$ cat config.mk
export PLATFORM = sky130hd
export DESIGN_NAME = sram_frame_store
export DESIGN_NICKNAME = d
export VERILOG_FILES = /design/src/rtl/sram_frame_store_pkg.sv /design/src/rtl/sram_async_port.sv /design/src/rtl/sram_frame_store.sv
export SDC_FILE = /design/constraint.sdc
export NUM_CORES = 1
export LEC_CHECK = 0
export ABC_AREA = 1
export ABC_CLOCK_PERIOD_IN_PS = 2800
export BUFFER_PORTS_ARGS = -buffer_cell sky130_fd_sc_hd__clkbuf_2
export CAP_MARGIN = 30
export CORE_MARGIN = 10
export CORE_UTILIZATION = 50
export CTS_BUF_LIST = sky130_fd_sc_hd__clkbuf_8
export CTS_CLUSTER_DIAMETER = 40
export DETAILED_ROUTE_END_ITERATION = 10
export GPL_TIMING_DRIVEN = 0
export HOLD_SLACK_MARGIN = 0.02
export PLACE_DENSITY = 0.77
export SYNTH_ARGS = -nofsm -noshare
export SYNTH_HDL_FRONTEND = slang
export SYNTH_SLANG_ARGS = --single-unit
export TNS_END_PERCENT = 1
$ cat constraint.sdc
create_clock -name clk_x5 -period 2.8 [get_ports clk_x5]
set_clock_uncertainty 0.2 [all_clocks]
set_input_delay 0.28 -clock clk_x5 [delete_from_list [all_inputs] [get_ports clk_x5]]
set_output_delay 0.28 -clock clk_x5 [all_outputs]
set_load 0.005 [all_outputs]
$ cat src/rtl/sram_frame_store_pkg.sv
// Shared types and frame constants for the 1-bpp SRAM frame recorder/player.
package sram_frame_store_pkg;

    typedef enum logic [1:0] {
        ST_IDLE   = 2'd0,
        ST_SETUP  = 2'd1,
        ST_STROBE = 2'd2,
        ST_HOLD   = 2'd3
    } acc_state_e;

    localparam int H_ACTIVE        = 640;
    localparam int V_ACTIVE        = 480;
    localparam int FRAME_BYTES_DEF = H_ACTIVE * V_ACTIVE / 8;

endpackage

$ cat src/rtl/sram_async_port.sv
// Single-access engine for an 8-bit asynchronous SRAM: SETUP, STROBE, HOLD, with
// registered strobes and data-bus drive enable.
module sram_async_port
    import sram_frame_store_pkg::*;
#(
    parameter int ADDR_W        = 18,
    parameter int STROBE_CYCLES = 2
) (
    input  logic              clk_i,
    input  logic              rst_ni,
    input  logic              req_i,
    input  logic              write_i,
    input  logic [ADDR_W-1:0] addr_i,
    input  logic [7:0]        data_i,
    output logic              busy_o,
    output logic              done_o,
    output logic              done_write_o,
    output logic [7:0]        rd_data_o,
    output logic [ADDR_W-1:0] sram_addr_o,
    output logic [7:0]        sram_dq_out_o,
    output logic              sram_dq_oe_o,
    input  logic [7:0]        sram_dq_in_i,
    output logic              sram_we_n_o,
    output logic              sram_oe_n_o,
    output logic              sram_cs_n_o
);

    localparam logic [1:0] LAST_STROBE = 2'(STROBE_CYCLES - 1);

    acc_state_e        state_q;
    logic [1:0]        strobe_cnt_q;
    logic              write_q;
    logic              done_q;
    logic [ADDR_W-1:0] addr_q;
    logic [7:0]        dq_out_q;
    logic              dq_oe_q;
    logic              we_n_q;
    logic              oe_n_q;
    logic              cs_n_q;
    logic [7:0]        rd_data_q;

    // Requests are only taken in IDLE; the parent treats a request while busy as an overrun.
    always_ff @(posedge clk_i or negedge rst_ni) begin
        if (!rst_ni) begin
            state_q      <= ST_IDLE;
            strobe_cnt_q <= '0;
            write_q      <= 1'b0;
            done_q       <= 1'b0;
            addr_q       <= '0;
            dq_out_q     <= '0;
            dq_oe_q      <= 1'b0;
            we_n_q       <= 1'b1;
            oe_n_q       <= 1'b1;
            cs_n_q       <= 1'b1;
            rd_data_q    <= '0;
        end else begin
            cs_n_q <= 1'b0;
            done_q <= 1'b0;
            case (state_q)
                ST_IDLE: begin
                    if (req_i) begin
                        state_q <= ST_SETUP;
                        write_q <= write_i;
                        addr_q  <= addr_i;
                        if (write_i) begin
                            dq_out_q <= data_i;
                            dq_oe_q  <= 1'b1;
                        end
                    end
                end
                ST_SETUP: begin
                    state_q      <= ST_STROBE;
                    strobe_cnt_q <= '0;
                    if (write_q) begin
                        we_n_q <= 1'b0;
                    end else begin
                        oe_n_q <= 1'b0;
                    end
                end
                ST_STROBE: begin
                    if (strobe_cnt_q == LAST_STROBE) begin
                        state_q <= ST_HOLD;
                        we_n_q  <= 1'b1;
                        oe_n_q  <= 1'b1;
                        if (!write_q) begin
                            rd_data_q <= sram_dq_in_i;
                        end
                    end else begin
                        strobe_cnt_q <= strobe_cnt_q + 2'd1;
                    end
                end
                ST_HOLD: begin
                    // Write data stays on the bus through HOLD for SRAM data hold time.
                    state_q <= ST_IDLE;
                    dq_oe_q <= 1'b0;
                    done_q  <= 1'b1;
                end
                default: state_q <= ST_IDLE;
            endcase
        end
    end

    assign busy_o        = (state_q != ST_IDLE);
    assign done_o        = done_q;
    assign done_write_o  = write_q;
    assign rd_data_o     = rd_data_q;
    assign sram_addr_o   = addr_q;
    assign sram_dq_out_o = dq_out_q;
    assign sram_dq_oe_o  = dq_oe_q;
    assign sram_we_n_o   = we_n_q;
    assign sram_oe_n_o   = oe_n_q;
    assign sram_cs_n_o   = cs_n_q;

endmodule

$ cat src/rtl/sram_frame_store.sv
// 1-bpp frame recorder/player: packs active pixels into SRAM bytes in record mode,
// prefetches and unpacks them into the pixel stream in playback mode.
module sram_frame_store
    import sram_frame_store_pkg::*;
#(
    parameter int ADDR_W        = 18,
    parameter int FRAME_BYTES   = FRAME_BYTES_DEF,
    parameter int STROBE_CYCLES = 2
) (
    input  logic              clk_x5,
    input  logic              reset,
    input  logic              pix_ce,
    input  logic              frame_start,
    input  logic              active,
    input  logic              rec_n,
    input  logic              pix_in,
    output logic              pix_out,
    output logic              recording,
    output logic              overrun,
    output logic [ADDR_W-1:0] sram_addr,
    output logic [7:0]        sram_dq_out,
    output logic              sram_dq_oe,
    input  logic [7:0]        sram_dq_in,
    output logic              sram_we_n,
    output logic              sram_oe_n,
    output logic              sram_cs_n
);

    localparam logic [ADDR_W-1:0] LAST_ADDR = ADDR_W'(FRAME_BYTES - 1);

    function automatic logic [ADDR_W-1:0] next_addr(input logic [ADDR_W-1:0] a);
        return (a == LAST_ADDR) ? '0 : a + ADDR_W'(1);
    endfunction

    logic              rec_meta_q, rec_meta_d;
    logic              rec_sync_q, rec_sync_d;
    logic              recording_q, recording_d;
    logic [2:0]        cnt_q, cnt_d;
    logic [ADDR_W-1:0] wr_ptr_q, wr_ptr_d;
    logic [ADDR_W-1:0] rd_ptr_q, rd_ptr_d;
    logic              prime_q, prime_d;
    logic              overrun_q, overrun_d;
    logic              pix_out_q, pix_out_d;
    logic [6:0]        wr_sr_q;
    logic [7:0]        rd_sr_q;

    logic              fs_ev, start_play, pix_act, byte_end;
    logic              req, req_write;
    logic [ADDR_W-1:0] req_addr;
    logic [7:0]        wr_byte;
    logic [7:0]        pf_byte;
    logic              port_busy, port_done, port_done_write;

    assign fs_ev      = pix_ce & frame_start;
    assign start_play = fs_ev & rec_sync_q;
    assign pix_act    = pix_ce & active & ~frame_start;
    assign byte_end   = pix_act & (cnt_q == 3'd7);
    assign wr_byte    = {wr_sr_q, pix_in};

    // One requester per cycle; frame_start owns the port on its pixel.
    always_comb begin
        req       = 1'b0;
        req_write = 1'b0;
        req_addr  = wr_ptr_q;
        if (fs_ev) begin
            if (start_play) begin
                req      = 1'b1;
                req_addr = '0;
            end
        end else if (byte_end && recording_q) begin
            req       = 1'b1;
            req_write = 1'b1;
            req_addr  = wr_ptr_q;
        end else if (byte_end) begin
            req      = 1'b1;
            req_addr = rd_ptr_q;
        end else if (port_done && prime_q) begin
            req      = 1'b1;
            req_addr = rd_ptr_q;
        end
    end

    always_comb begin
        rec_meta_d  = rec_n;
        rec_sync_d  = rec_meta_q;
        recording_d = fs_ev ? ~rec_sync_q : recording_q;

        cnt_d = cnt_q;
        if (fs_ev) begin
            cnt_d = '0;
        end else if (pix_act) begin
            cnt_d = cnt_q + 3'd1;
        end

        wr_ptr_d = wr_ptr_q;
        if (fs_ev) begin
            wr_ptr_d = '0;
        end else if (port_done && port_done_write) begin
            wr_ptr_d = next_addr(wr_ptr_q);
        end

        // rd_ptr always names the next byte still to be fetched.
        rd_ptr_d = fs_ev ? '0 : rd_ptr_q;
        if (req && !req_write && !port_busy) begin
            rd_ptr_d = next_addr(req_addr);
        end

        prime_d = prime_q;
        if (fs_ev) begin
            prime_d = start_play;
        end else if (port_done && prime_q) begin
            prime_d = 1'b0;
        end

        overrun_d = overrun_q | (req & port_busy) | (fs_ev & (cnt_q != 3'd0));

        pix_out_d = pix_out_q;
        if (pix_ce) begin
            pix_out_d = recording_q ? pix_in : (pix_act & rd_sr_q[7]);
        end
    end

    always_ff @(posedge clk_x5 or negedge reset) begin
        if (!reset) begin
            rec_meta_q  <= 1'b1;
            rec_sync_q  <= 1'b1;
            recording_q <= 1'b0;
            cnt_q       <= '0;
            wr_ptr_q    <= '0;
            rd_ptr_q    <= '0;
            prime_q     <= 1'b0;
            overrun_q   <= 1'b0;
            pix_out_q   <= 1'b0;
        end else begin
            rec_meta_q  <= rec_meta_d;
            rec_sync_q  <= rec_sync_d;
            recording_q <= recording_d;
            cnt_q       <= cnt_d;
            wr_ptr_q    <= wr_ptr_d;
            rd_ptr_q    <= rd_ptr_d;
            prime_q     <= prime_d;
            overrun_q   <= overrun_d;
            pix_out_q   <= pix_out_d;
        end
    end

    // Pixel shift registers carry data only and need no reset.
    always_ff @(posedge clk_x5) begin
        if (pix_act && recording_q) begin
            wr_sr_q <= {wr_sr_q[5:0], pix_in};
        end
        if (pix_act && !recording_q) begin
            rd_sr_q <= byte_end ? pf_byte : {rd_sr_q[6:0], 1'b0};
        end else if (port_done && prime_q && !fs_ev) begin
            rd_sr_q <= pf_byte;
        end
    end

    sram_async_port #(
        .ADDR_W       (ADDR_W),
        .STROBE_CYCLES(STROBE_CYCLES)
    ) u_port (
        .clk_i        (clk_x5),
        .rst_ni       (reset),
        .req_i        (req),
        .write_i      (req_write),
        .addr_i       (req_addr),
        .data_i       (wr_byte),
        .busy_o       (port_busy),
        .done_o       (port_done),
        .done_write_o (port_done_write),
        .rd_data_o    (pf_byte),
        .sram_addr_o  (sram_addr),
        .sram_dq_out_o(sram_dq_out),
        .sram_dq_oe_o (sram_dq_oe),
        .sram_dq_in_i (sram_dq_in),
        .sram_we_n_o  (sram_we_n),
        .sram_oe_n_o  (sram_oe_n),
        .sram_cs_n_o  (sram_cs_n)
    );

    assign pix_out   = pix_out_q;
    assign recording = recording_q;
    assign overrun   = overrun_q;

endmodule

==> flow_metrics.tcl <==
set metrics [dict create \
    timing.critical_path.arrival_ns 2.83 \
    p_comb_share_pct 25.0 \
    syn_avg_cell_area_um2 8.827 \
    cts_made_buffers 9 \
    synthDistinctLibCells 43 \
    slew_violations 0 \
    final_common_cell "nand2_1" \
    synth_area_um2 5120 \
    final_core_utilization_pct 61.95 \
    whs_ns 0.07890 \
    critPathKind "flop to flop" \
    grt.total_usage_pct 16.94 \
    cts_tree "done" \
    cts.path.max_buffers 2 \
    gr-total-overflow 0 \
    dieArea_um2 14690 \
    clkSlewWorstSetupHoldPaths_ns 0.10 \
    firstDrtPassIters 5 \
    crit_start "cnt_q[1]" \
    rsz0062_at_grt "true" \
    initial_utilization_pct 51.90 \
    cpMostUsedCell "nand3_2" \
    finalNetCount 688 \
    ys_ff_latch 104 \
    cts-root-buf "clkbuf_8" \
    status "completed" \
    synth_edf_count 15 \
    synthToLayoutAreaGrowth_pct 19.35 \
    num_vias 4300 \
    dp_cells 762 \
    power_leakage_nw 2.826 \
    antenna_found_initial 0 \
    crit_chain "ha_2 > ha_4 > nand4_1 > nand3_2 > nand3_2 > buf_6 > buf_4 > a21oi_1 > nand2_1 > nor2_1 > nand3_2 > o21ai_4 > buf_12 > o21ai_2" \
    min_from "frame_start" \
    yosys_warnings 0 \
    maxCapViolCount 0 \
    core-area_um2 9864 \
    portBuffers 47 \
    grt_max_degree 66 \
    remaining_drc_errors 0 \
    std_cell_rows 36 \
    critPathMaxFanout 7 \
    clkPwrFrac_pct 25.1 \
    reg2regPathDepth 14 \
    drt_iter0_drc 344 \
    setup_viol 0 \
    p_sw_w 0.001196 \
    nFillCells 802 \
    drt-vias-per-instance 5.368 \
    r2r-end "rd_ptr_q[9]" \
    ios 48 \
    drtAntennaViolNets 0 \
    seq_power_share_pct 49.9 \
    worst_pin_slew_ns 0.6137 \
    ir_drop_mv 0.4688 \
    die_w_um 121.2 \
    grt_pass1_wl_um 20470 \
    grt_pass1_vias 4226 \
    synth-main-ff-cell "dfrtp_1" \
    synth_fp_nets 605 \
    rr_startpoint "cnt_q[1]" \
    r2r_setup_slack_ns 0.04 \
    hpwlAfterDp_um 8600 \
    hold_depth 4 \
    layout_common_cells "161 x nand2_1, 84 x dfrtp_1, 48 x inv_1" \
    slew-limit-headroom_pct 58.93 \
    die_h_um 121.2 \
    start_kind "flop" \
    hold_viol_final 0 \
    powerDensity_nw_per_um2 617.0 \
    cp-end-kind "flop" \
    cpPeakStageDelay_ns 0.37 \
    switching_share_pct 31.73 \
    cp_data_required_time_ns 2.86 \
    slowest_stage "dfrtp_1" \
    wl_um 12190 \
    cts_num_sinks 104 \
    clk_latency_ns 0.38 \
    syn_inst 580 \
    p_int_w 0.002574 \
    min_path_type "primary input to flop" \
    synth_seq_area_share_pct 52.42 \
    timing.final.crit_share_pct 98.71 \
    drive_gt1_share_pct 23.95 \
    gp_congestion 0.9089 \
    fmaxAchievable_ghz 0.3618 \
    synthArstFlopShare_pct 85.58 \
    hold_end "cnt_q[1]" \
    wl_per_cell_um 15.22 \
    finalCriticalPeriod_ns 2.764 \
    final_cell_count_no_fill 801 \
    cts-htree-levels 3 \
    diodes 0 \
]
-- registers in the layout (all words and copies together), names as in the netlist, 2 cells and up --
| name | count |
|---|---|
| u_port.strobe_cnt_q | 2 |
| cnt_q | 3 |
| u_port.sram_addr_o | 18 |
| rd_sr_q | 8 |
| rd_ptr_q | 18 |
| u_port.rd_data_o | 8 |
| u_port.state_q | 2 |
| wr_sr_q | 7 |
| u_port.sram_dq_out_o | 8 |
| wr_ptr_q | 18 |
-- cells by family after synthesis --
family | count (synthesis) | share of synthesized area, %
AO/OA/AOI/OAI | 81 | 8.798
XOR/XNOR | 7 | 1.197
adder cells (fa/ha/maj) | 10 | 2.444
multiplexers | 24 | 5.279
other | 1 | 0.07324
flip-flops | 104 | 52.42
buffers and inverters | 64 | 5.083
AND/OR/NAND/NOR | 289 | 24.71
-- stage by stage --
| stage | setup slack (ns) | area, um2 | TNS, ns | total power, W |
|---|---|---|---|---|
| global route | -0.1044 | 6111 | -0.8495 | 0.003982 |
| detailed placement | -0.3241 | 5557 | -2.687 | 0.002724 |
| CTS | 0.003354 | 5924 | 0 | 0.003707 |
| global placement | -0.2796 | 5522 | -2.004 | 0.002668 |
| finish | 0.03623 | 6111 | 0 | 0.003770 |
| floorplan | 0.2384 | 5120 | 0 | 0.002447 |
-- area by class of cell --
class | instances | area [um2] | area share [%]
Multi-Input combinational cell | 412 | 2300 | 37.63
Sequential cell | 104 | 2684 | 43.92
Clock buffer | 9 | 123.9 | 2.027
Buffer | 11 | 65.06 | 1.065
Clock inverter | 7 | 70.07 | 1.147
Timing Repair Buffer | 72 | 498.0 | 8.149
Inverter | 53 | 203.9 | 3.337
Tap cell | 133 | 166.4 | 2.723
-- power by group through the flow --
stage | sequential, W | combinational, W | clock [W]
floorplan | 0.00188 | 0.000571 | 0
global placement | 0.00189 | 0.000779 | 0
detailed placement | 0.00190 | 0.000825 | 0
CTS | 0.00187 | 0.000873 | 0.000961
global route | 0.00190 | 0.00106 | 0.00102
finish | 0.00188 | 0.000941 | 0.000947
-- synth_stat cells (2+ instances only) --
cell type / number / area [um2]
nand2_1: 165 / 619.3
dfrtp_1: 84 / 2102
inv_1: 48 / 180.2
nor2_1: 44 / 165.2
o21ai_0: 36 / 180.2
nand3_1: 35 / 175.2
mux2_2: 24 / 270.3
a21oi_1: 18 / 90.09
edfxtp_1: 15 / 450.4
nor3_1: 11 / 55.05
o21ai_1: 11 / 55.05
ha_1: 10 / 125.1
nand2_2: 10 / 62.56
clkbuf_1: 7 / 26.28
nor2_2: 7 / 43.79
xor2_1: 7 / 61.31
dfstp_2: 5 / 131.4
nand4_1: 5 / 31.28
inv_2: 4 / 15.01
a22oi_1: 3 / 22.52
a31oi_1: 3 / 18.77
nand3_2: 3 / 30.03
buf_6: 2 / 22.52
nand2_4: 2 / 22.52
o211ai_1: 2 / 15.01
o31ai_1: 2 / 15.01
-- metal layers --
metal / GRT usage (%) / part of all wire, %
met5: 0 / 0
met4: 7.526 / 2.2
met3: 3.257 / 5.8
met2: 27.72 / 49
met1: 21.33 / 43
-- critical path: cells and delay by family, from the launching register on --
| family | cells | cell delay (ns) |
|---|---|---|
| flops | 1 | 0.37 |
| fa+ha+maj | 2 | 0.35 |
| compound gates | 3 | 0.50 |
| buf+inv | 3 | 0.46 |
| simple gates | 6 | 0.76 |
-- timing repair --
item	4_1_cts	5_1_grt
resized for setup	6	29
hold endpoints to repair	39	0
setup endpoints to repair	15	18
pin swaps	4	11
setup buffers	2	9
hold buffers	12	0
-- how the worst max path moves through the flow --
stage                   end  slack [ns]  depth (start not counted)
3_5_place_dp   rd_ptr_q[14]       -0.32                         16
5_1_grt         rd_ptr_q[9]       -0.10                         14
6_report        rd_ptr_q[9]        0.04                         14
3_3_place_gp   rd_ptr_q[15]       -0.28                         16
4_1_cts        rd_ptr_q[15]       0.003                         17
2_1_floorplan  rd_ptr_q[14]        0.24                         16
Note: power is estimated with default switching activity, not from simulation.
